## src/rtl/utils_top.sv

```systemverilog
// Shared RISC-V core definitions: major opcodes, load/store width
// encodings (funct3) and the memory-access FSM state type.
package utils_top;

   localparam logic [6:0] OP_LOAD  = 7'b0000011;
   localparam logic [6:0] OP_STORE = 7'b0100011;

   localparam logic [2:0] F3_B  = 3'b000;
   localparam logic [2:0] F3_H  = 3'b001;
   localparam logic [2:0] F3_W  = 3'b010;
   localparam logic [2:0] F3_D  = 3'b011;
   localparam logic [2:0] F3_BU = 3'b100;
   localparam logic [2:0] F3_HU = 3'b101;
   localparam logic [2:0] F3_WU = 3'b110;

   typedef enum logic [1:0] {
      IDLE,
      REQ,
      RSP
   } mau_state_e;

   // Width encodings a load or store may legally use; the doubleword
   // and unsigned-word forms only exist on a 64-bit datapath.
   function automatic logic f3_legal(input logic [2:0] f3,
                                     input logic       is_st,
                                     input logic       x64);
      logic ok;
      ok = 1'b0;
      case (f3)
         F3_B, F3_H, F3_W: ok = 1'b1;
         F3_D:             ok = x64;
         F3_BU, F3_HU:     ok = ~is_st;
         F3_WU:            ok = x64 & ~is_st;
         default:          ok = 1'b0;
      endcase
      return ok;
   endfunction

endpackage

```

## src/rtl/mem_lane_fmt.sv

```systemverilog
// Combinational lane formatting for the memory-access stage.
// Request side (f3_i, is_st_i, off_i, sdat_i): legality/misalign check
//   err_o, byte enables be_o and lane-replicated store data sdat_o.
// Response side (ld_f3_i, ld_off_i, rdat_i): lane select plus sign or
//   zero extension of the load result, ldat_o.
module mem_lane_fmt
   import utils_top::*;
#(
   parameter  int XLEN  = 32,
   localparam int BE_W  = XLEN / 8,
   localparam int OFF_W = $clog2(BE_W)
) (
   input  logic [2:0]       f3_i,
   input  logic             is_st_i,
   input  logic [OFF_W-1:0] off_i,
   input  logic [XLEN-1:0]  sdat_i,
   output logic             err_o,
   output logic [BE_W-1:0]  be_o,
   output logic [XLEN-1:0]  sdat_o,
   input  logic [2:0]       ld_f3_i,
   input  logic [OFF_W-1:0] ld_off_i,
   input  logic [XLEN-1:0]  rdat_i,
   output logic [XLEN-1:0]  ldat_o
);

   localparam logic X64 = (XLEN == 64);

   logic [1:0]      sz;
   logic            mis;
   logic [BE_W-1:0] be_base;

   // Request side: size is funct3[1:0] (log2 of the byte count)
   always_comb begin
      sz      = f3_i[1:0];
      mis     = 1'b0;
      be_base = '0;
      sdat_o  = sdat_i;
      case (sz)
         2'd0: begin
            mis     = 1'b0;
            be_base = BE_W'(1);
            sdat_o  = {BE_W{sdat_i[7:0]}};
         end
         2'd1: begin
            mis     = off_i[0];
            be_base = BE_W'(3);
            sdat_o  = {(BE_W/2){sdat_i[15:0]}};
         end
         2'd2: begin
            mis     = |off_i[1:0];
            be_base = BE_W'(15);
            sdat_o  = {(BE_W/4){sdat_i[31:0]}};
         end
         default: begin
            mis     = |off_i;
            be_base = BE_W'(255);
            sdat_o  = sdat_i;
         end
      endcase
      err_o = mis | ~f3_legal(f3_i, is_st_i, X64);
      be_o  = be_base << off_i;
   end

   logic [XLEN-1:0] sh;
   logic [XLEN-1:0] mask;
   logic [XLEN-1:0] ext;
   logic [63:0]     m64;
   logic            sgn;

   // Response side: shift the addressed lane down to bit 0, keep only
   // the access width, then fill the upper bits from the lane's MSB
   // for the signed forms.
   always_comb begin
      sh  = rdat_i >> {ld_off_i, 3'b000};
      m64 = '1;
      sgn = 1'b0;
      case (ld_f3_i[1:0])
         2'd0: begin
            m64 = 64'h0000_0000_0000_00FF;
            sgn = sh[7];
         end
         2'd1: begin
            m64 = 64'h0000_0000_0000_FFFF;
            sgn = sh[15];
         end
         2'd2: begin
            m64 = 64'h0000_0000_FFFF_FFFF;
            sgn = sh[31];
         end
         default: begin
            m64 = '1;
            sgn = 1'b0;
         end
      endcase
      mask = m64[XLEN-1:0];
      ext  = sh & mask;
      if (!ld_f3_i[2] && sgn) begin
         ext = ext | ~mask;
      end
      ldat_o = ext;
   end

endmodule

```

## src/rtl/memory_access_unit.sv

```systemverilog
// Memory-access pipeline stage between execute and writeback.
// ex_*: valid/ready instruction input; wb_*: registered one-cycle
// result pulse; mem_*: req/gnt request channel and rvalid response.
module memory_access_unit
   import utils_top::*;
#(
   parameter  int XLEN = 32,
   localparam int BE_W = XLEN / 8
) (
   input  logic            clk,
   input  logic            rst,
   input  logic            ex_vld,
   output logic            ex_rdy,
   input  logic [31:0]     ex_inst,
   input  logic [XLEN-1:0] ex_dat,
   input  logic [XLEN-1:0] ex_sdat,
   output logic            wb_vld,
   output logic [31:0]     wb_inst,
   output logic [XLEN-1:0] wb_dat,
   output logic            wb_err,
   output logic            mem_req,
   input  logic            mem_gnt,
   output logic            mem_wen,
   output logic [BE_W-1:0] mem_be,
   output logic [XLEN-1:0] mem_addr,
   output logic [XLEN-1:0] mem_dat_in,
   input  logic            mem_rvalid,
   input  logic [XLEN-1:0] mem_dat_out
);

   localparam int OFF_W = $clog2(BE_W);
   localparam int HI_W  = XLEN - OFF_W;

   mau_state_e       state_q, state_d;
   logic             wb_vld_q, wb_vld_d;
   logic             wb_err_q, wb_err_d;
   logic [31:0]      wb_inst_q, wb_inst_d;
   logic [XLEN-1:0]  wb_dat_q, wb_dat_d;
   logic [31:0]      inst_q, inst_d;
   logic [OFF_W-1:0] off_q, off_d;
   logic [HI_W-1:0]  addr_hi_q, addr_hi_d;
   logic             wen_q, wen_d;
   logic [BE_W-1:0]  be_q, be_d;
   logic [XLEN-1:0]  mdat_q, mdat_d;

   logic            is_ld;
   logic            is_st;
   logic            f_err;
   logic [BE_W-1:0] f_be;
   logic [XLEN-1:0] f_sdat;
   logic [XLEN-1:0] f_ldat;

   assign is_ld = (ex_inst[6:0] == OP_LOAD);
   assign is_st = (ex_inst[6:0] == OP_STORE);

   // Load formatting uses the captured funct3/offset so the response
   // is independent of whatever execute presents meanwhile.
   mem_lane_fmt #(
      .XLEN(XLEN)
   ) u_fmt (
      .f3_i    (ex_inst[14:12]),
      .is_st_i (is_st),
      .off_i   (ex_dat[OFF_W-1:0]),
      .sdat_i  (ex_sdat),
      .err_o   (f_err),
      .be_o    (f_be),
      .sdat_o  (f_sdat),
      .ld_f3_i (inst_q[14:12]),
      .ld_off_i(off_q),
      .rdat_i  (mem_dat_out),
      .ldat_o  (f_ldat)
   );

   always_comb begin
      state_d   = state_q;
      wb_vld_d  = 1'b0;
      wb_err_d  = wb_err_q;
      wb_inst_d = wb_inst_q;
      wb_dat_d  = wb_dat_q;
      inst_d    = inst_q;
      off_d     = off_q;
      addr_hi_d = addr_hi_q;
      wen_d     = wen_q;
      be_d      = be_q;
      mdat_d    = mdat_q;
      case (state_q)
         IDLE: begin
            if (ex_vld) begin
               if ((is_ld || is_st) && !f_err) begin
                  state_d   = REQ;
                  inst_d    = ex_inst;
                  off_d     = ex_dat[OFF_W-1:0];
                  addr_hi_d = ex_dat[XLEN-1:OFF_W];
                  wen_d     = is_st;
                  be_d      = f_be;
                  mdat_d    = f_sdat;
               end else begin
                  wb_vld_d  = 1'b1;
                  wb_err_d  = (is_ld || is_st) && f_err;
                  wb_inst_d = ex_inst;
                  wb_dat_d  = ex_dat;
               end
            end
         end
         REQ: begin
            if (mem_gnt) begin
               if (wen_q) begin
                  state_d   = IDLE;
                  wb_vld_d  = 1'b1;
                  wb_err_d  = 1'b0;
                  wb_inst_d = inst_q;
                  // the original effective address is ex_dat
                  wb_dat_d  = {addr_hi_q, off_q};
               end else begin
                  state_d = RSP;
               end
            end
         end
         RSP: begin
            if (mem_rvalid) begin
               state_d   = IDLE;
               wb_vld_d  = 1'b1;
               wb_err_d  = 1'b0;
               wb_inst_d = inst_q;
               wb_dat_d  = f_ldat;
            end
         end
         default: state_d = IDLE;
      endcase
   end

   always_ff @(posedge clk or posedge rst) begin
      if (rst) begin
         state_q   <= IDLE;
         wb_vld_q  <= 1'b0;
         wb_err_q  <= 1'b0;
         wb_inst_q <= '0;
         wb_dat_q  <= '0;
         inst_q    <= '0;
         off_q     <= '0;
         addr_hi_q <= '0;
         wen_q     <= 1'b0;
         be_q      <= '0;
         mdat_q    <= '0;
      end else begin
         state_q   <= state_d;
         wb_vld_q  <= wb_vld_d;
         wb_err_q  <= wb_err_d;
         wb_inst_q <= wb_inst_d;
         wb_dat_q  <= wb_dat_d;
         inst_q    <= inst_d;
         off_q     <= off_d;
         addr_hi_q <= addr_hi_d;
         wen_q     <= wen_d;
         be_q      <= be_d;
         mdat_q    <= mdat_d;
      end
   end

   assign ex_rdy     = (state_q == IDLE);
   assign mem_req    = (state_q == REQ);
   assign wb_vld     = wb_vld_q;
   assign wb_err     = wb_err_q;
   assign wb_inst    = wb_inst_q;
   assign wb_dat     = wb_dat_q;
   assign mem_wen    = wen_q;
   assign mem_be     = be_q;
   assign mem_addr   = {addr_hi_q, {OFF_W{1'b0}}};
   assign mem_dat_in = mdat_q;

endmodule

```

## config.mk

```make
export PLATFORM = sky130hd
export DESIGN_NAME = memory_access_unit
export DESIGN_NICKNAME = d
export VERILOG_FILES = /design/src/rtl/utils_top.sv /design/src/rtl/mem_lane_fmt.sv /design/src/rtl/memory_access_unit.sv
export SDC_FILE = /design/constraint.sdc
export NUM_CORES = 1
export LEC_CHECK = 0
export BUFFER_PORTS_ARGS = -buffer_cell sky130_fd_sc_hd__buf_2
export CORE_ASPECT_RATIO = 1.25
export CORE_UTILIZATION = 40
export CTS_BUF_LIST = sky130_fd_sc_hd__clkbuf_16
export CTS_CLUSTER_SIZE = 12
export DETAILED_ROUTE_END_ITERATION = 12
export GPL_TIMING_DRIVEN = 1
export PLACE_DENSITY = 0.65
export SLEW_MARGIN = 20
export SYNTH_ARGS = -nofsm -noshare
export SYNTH_HDL_FRONTEND = slang
export SYNTH_SLANG_ARGS = --single-unit
```

## constraint.sdc

```tcl
create_clock -name clk -period 10.5 [get_ports clk]
set_input_delay 1.05 -clock clk [delete_from_list [all_inputs] [get_ports clk]]
set_output_delay 1.05 -clock clk [all_outputs]
set_load 0.02 [all_outputs]
```

After elaboration in Yosys (flattened, before gate mapping)
Cells that the tools add are included.
{"block": "word_totals", "wordCells": 90, "in_bits": 133, "register_bits": 169, "out_inout_bits": 137}
{"block": "op_classes", "shift": 2, "bitwise": 6, "n_eq_ne": 17, "muxes": 37, "reduce_logical": 17}
{"operator": "$mux 32", "n": 11}
{"operator": "$pmux 32 s3", "n": 3}
{"operator": "$pmux 32 s2", "n": 1}
{"operator": "$and 32x32->32", "n": 1}
{"operator": "$not 32->32", "n": 1}
{"operator": "$or 32x32->32", "n": 1}
{"operator": "$shr 32x5->32", "n": 1}
{"operator": "$mux 1", "n": 10}
{"operator": "$mux 2", "n": 5}
{"operator": "$pmux 1 s3", "n": 3}
{"operator": "$pmux 4 s2", "n": 1}
{"operator": "$eq 7x2->1 const B", "n": 1}
{"operator": "$eq 7x6->1 const B", "n": 1}
{"operator": "$eq 2x1->1 const B", "n": 3}
{"operator": "$eq 3x3->1 const B", "n": 2}
{"operator": "$logic_not 2->1", "n": 3}
{"operator": "$ne 2x1->1 const B", "n": 3}
{"operator": "$ne 2x2->1 const B", "n": 3}
{"operator": "$pmux 2 s3", "n": 1}
{"operator": "$reduce_and 6->1", "n": 1}
{"operator": "$eq 2x2->1 const B", "n": 2}
{"operator": "$pmux 1 s2", "n": 2}
{"operator": "$reduce_and 4->1", "n": 1}
{"operator": "$reduce_or 2->1", "n": 2}
{"operator": "other kinds (12)", "n": 16}

Logic depth before layout (Yosys ltp)
{"block": "logic_depth", "ltp_word": 10, "depth_mapped": 11, "ltp_nobuf": 7}

Cells and area by module
A second synthesis with hierarchy kept.
{"block": "unflattened", "hier_cells": 905, "hier_area_um2": 9017.4}
{"module": "memory_access_unit", "cells_per_inst": 734, "seq_area_each_um2": 4229.1, "instances": 1, "area_each_um2": 7714.9}
{"module": "mem_lane_fmt", "cells_per_inst": 171, "seq_area_each_um2": 0.0, "instances": 1, "area_each_um2": 1302.5}

Least setup slack after synthesis
Ideal clock, no wire load.
{"block": "synth_timing", "kind": "input-to-reg", "start": "input port ex_dat[1]", "end": "register addr_hi_q[0]", "setup_ps": 125, "path_stages": 7, "setup_slack_ps": 7811, "required_time_ps": 10375, "n_path_buf": 3, "arrival_time_ps": 2564, "cell_sequence": "buf_4 nor4_1 o2111a_2 nand3_2 buf_6 buf_6 mux2_4"}
{"block": "synth_between", "elab_chain_len": 6}
{"element": "start: declaration", "line": "memory_access_unit.sv:15", "rtl": "input logic [XLEN-1:0] ex_dat,"}
{"element": "$reduce_or 2->1", "line": "mem_lane_fmt.sv:50, mem_lane_fmt.sv:55"}
{"element": "$pmux 1 s2", "line": "mem_lane_fmt.sv:38", "rtl": "case (sz)"}
{"element": "$or 1x1->1", "line": "mem_lane_fmt.sv:60", "rtl": "err_o = mis | ~f3_legal(f3_i, is_st_i, X64);"}
{"element": "$logic_not 1->1", "line": "memory_access_unit.sv:89", "rtl": "if ((is_ld || is_st) && !f_err) begin"}
{"element": "$logic_and 1x1->1", "line": "memory_access_unit.sv:89"}
{"element": "$reduce_and 3->1 (no line)"}
{"element": "end signal: assignment", "line": "memory_access_unit.sv:153", "rtl": "addr_hi_q <= addr_hi_d;"}
{"element": "end: declaration", "line": "memory_access_unit.sv:41", "rtl": "logic [HI_W-1:0] addr_hi_q, addr_hi_d;"}
No other way between the ends.
A chain may end at the register's enable or synchronous reset.

Worst setup path in the final report
{"block": "layout_timing", "start": "register state_q[0]", "end": "register wb_inst_q[21], in the netlist wb_inst[21]"}
{"block": "layout_between", "elab_chain_len": 3, "word_cells_on_any_way": 11, "classes_between": "7 x eq/ne; 1 x mux; 3 x reduce/logical"}
{"element": "start: declaration", "line": "memory_access_unit.sv:34", "rtl": "mau_state_e state_q, state_d;"}
{"element": "start signal: assignment", "line": "memory_access_unit.sv:146", "rtl": "state_q <= state_d;"}
{"element": "$eq 2x1->1 (tied with other cells)", "line": "memory_access_unit.sv:86", "rtl": "case (state_q)"}
{"element": "$ne 2x1->1 (no line) (tied with other cells)"}
{"element": "$reduce_and 6->1 (no line)"}
{"element": "end signal: assignment", "line": "memory_access_unit.sv:149", "rtl": "wb_inst_q <= wb_inst_d;"}
{"element": "end: declaration", "line": "memory_access_unit.sv:37", "rtl": "logic [31:0] wb_inst_q, wb_inst_d;"}
Parallel ways exist; a longest one is shown, timed or not.

==> flow_summary.yaml <==
run_status:
  status: "finished clean"
placed_design:
  gp_congestion: 0.823
  dp_cells: 1287
  dp_hpwl_um: 16800
  port_buffers: 267
drt:
  firstDrtPassIters: 5
  vias_per_cell: 5.21
  post_drt_wl_per_cell_um: 18.4
  ant_nets: 0
  drcViolationCount: 0
  vias: 6894
  routed_wirelength_um: 24300
  drt_iter0_drc: 446
setup_path:
  r2r_slack_ns: 7.03
  crit_path_max_fanout: 98
  cp.required_ns: 10.76
  cp-end-kind: "flip-flop"
  path_class: "flip-flop to flip-flop"
  rr_endpoint: "wb_inst[21]"
  r2r_cells: 7
  r2r-start: "state_q[0]"
  worstPathArrival_ns: 3.74
  startpoint_type: "flip-flop"
worst_hold_path:
  hold_start: "inst_q[1]"
  worstHoldPathCells: 1
  min_to: "inst_q[1]"
  hp-class: "flip-flop to flip-flop"
grt:
  grt_start_max_net_pins: 117
  antenna_found_initial: 5
  grt_overflow: 0
  grt_pass1_wl_um: 38600
  grtUsageTotal_pct: 22.6
  first_global_vias: 6942
timing:
  finalMaxSlewViolations: 0
  hold_violations: 0
  finClkSkew_ns: 0.00822
  fmax_ghz: 0.288
  setup_violations: 0
  tightest_slew_ns: 0.962
  final.min_clock_period_ns: 3.47
  finalSetupTns_ns: 0
  rsz0062_at_grt: "false"
  maxSlewHeadroom_pct: 35.7
  min_period_over_period_pct: 33.1
pwr:
  ir_worst_vdd_mv: 0.148
  power.density_nw_per_um2: 248
  p_leak_uw: 0.00537
  power.total_uw: 2640
clock_network:
  clkTransAtPathRegs_ns: 0.07
  numCtsBuffers: 17
  cts-htree-levels: 4
  cts_root_buf: "clkbuf_16"
  cts_setup_buffers: 0
  clock_latency_ns: 0.43
  clk_path_buf_depth: 2
  cts_tree: "done"
  numClockSinks: 169
  cts_resized: 0
  cts_hold_buf: 0
final_layout:
  instances_no_fill: 1323
  drive_gt1_share_pct: 37.1
  nFillCells: 1988
  final_cell_mix: "buf_2 (267), dfrtp_1 (169), nand2_1 (132)"
  final_common_cell: "buf_2"
  finalNetCount: 1170
  areaGrowthSynthToFinish_pct: 24.0
logic_synthesis:
  synthAdderAreaFrac_pct: 0.729
  synth_ff_type: "dfrtp_1"
  synth_xor_area_share_pct: 0
  synth_compound_area_share_pct: 15.0
  synth_edf_count: 0
  seq_area_frac_synth_pct: 49.3
  synth_cells: 801
  synthSimpleGateAreaFrac_pct: 10.3
  synth_top_family_by_area: "multiplexers"
  syn_area_per_cell_um2: 10.7
  synth-async-reset-ratio_pct: 100
  synth_cell_types: 50
  yosys_warnings: 0
  synthMuxAreaShare_pct: 20.3
  synth_seq_cells: 169
  netlist_area_um2: 8580
floorplan:
  io_pins: 270
  core-area_um2: 21000
  initial_core_util_pct: 40.9
  die_y_um: 166
  die_w_um: 133
  dieArea_um2: 22100
  num_rows: 59
run:
  max_cap_viol_count: 0
## kinds of logic (layout without fill, tap and decap cells)
logic type,Yosys count,in the layout
buf+inv,73,315
mux,142,142
compound gates,207,207
flops,169,169
fa+ha+maj,5,5
simple gates,204,204
other cells,1,7
## report_power, final
part | internal [µW] | total (µW) | switching (µW)
Clock | 381 | 668 | 287
Sequential | 813 | 903 | 90.0
Combinational | 376 | 1070 | 690
## metrics by stage
stage               setup WS [ns]  hold WS (ns)  cell area, µm²  util, %
finish                       7.03         0.473           10600     50.8
global route                 6.61         0.490           10600     50.8
CTS                          6.95         0.474           10600     50.7
detailed placement           6.66         0.455           10000     47.8
global placement             6.72         0.449           10000     47.8
floorplan                    4.87         0.434            8590        -
## critical path, cell delays in order, from the launching register on
cell	delay, ns
dfrtp_1	0.43
inv_1	0.14
ha_1	0.51
clkinv_1	0.47
o22ai_1	0.61
a2111o_2	0.17
buf_4	0.72
o21ai_0	0.24
## flip-flops by register name, indices dropped and copies added (netlist names)
register,cells
inst_q,32
mem_dat_in,32
wb_dat,32
wb_inst,32
addr_hi_q,30
mem_be,4
off_q,2
state_q,2
mem_wen,1
wb_err,1
wb_vld,1
## cells in the mapped netlist (3+ instances only)
master / instances / area share (%)
o311ai_0: 6 / 0.61
and2_1: 10 / 0.73
o211a_1: 8 / 0.93
nor2_1: 31 / 1.4
buf_2: 14 / 0.82
o31ai_1: 3 / 0.26
o21ai_1: 3 / 0.17
inv_1: 6 / 0.26
buf_4: 5 / 0.44
or2_2: 8 / 0.58
o21ai_0: 112 / 6.5
mux2_4: 60 / 10
a31oi_1: 9 / 0.66
a22oi_1: 9 / 0.79
a21oi_1: 20 / 1.2
mux2_1: 6 / 0.79
nor2b_1: 8 / 0.58
a21o_1: 3 / 0.26
mux2i_1: 73 / 8.5
nand2_1: 132 / 5.8
dfrtp_1: 169 / 49
buf_6: 9 / 1.2
o2111ai_1: 7 / 0.71
nand2b_1: 5 / 0.36
ha_1: 5 / 0.73
clkbuf_1: 37 / 1.6
a211oi_1: 16 / 1.4
## layout make-up
type | instances | area (µm²) | share of cell area, %
Sequential cell | 169 | 4230 | 39.7
Clock buffer | 17 | 425 | 4.00
Antenna cell | 5 | 12.5 | 0.118
Inverter | 7 | 33.8 | 0.317
Timing Repair Buffer | 277 | 1410 | 13.3
Multi-Input combinational cell | 560 | 4000 | 37.6
Tap cell | 274 | 343 | 3.22
Clock inverter | 14 | 185 | 1.74
## worst max path at each step
stage	from	end	slack, ns	depth (start not counted)
after CTS	state_q[0]	wb_inst[21]	6.95	7
final	state_q[0]	wb_inst[21]	7.03	7
after floorplan	rst	addr_hi_q[0]	4.87	1
after detailed placement	ex_inst[2]	mem_dat_in[3]	6.66	6
after global placement	ex_inst[2]	mem_dat_in[0]	6.72	6
after global routing	state_q[0]	wb_inst[21]	6.61	7
## layer usage
layer	routed length, µm	part of all wire (%)	global-route usage, %	vias up
met5	0	0	0	-
li1	-	-	-	3299
met4	717	3.0	10.4	0
met1	10600	44	29.9	3326
met3	1320	5.4	4.82	38
met2	11700	48	35.3	231
Power figures use the tool's default switching activity.
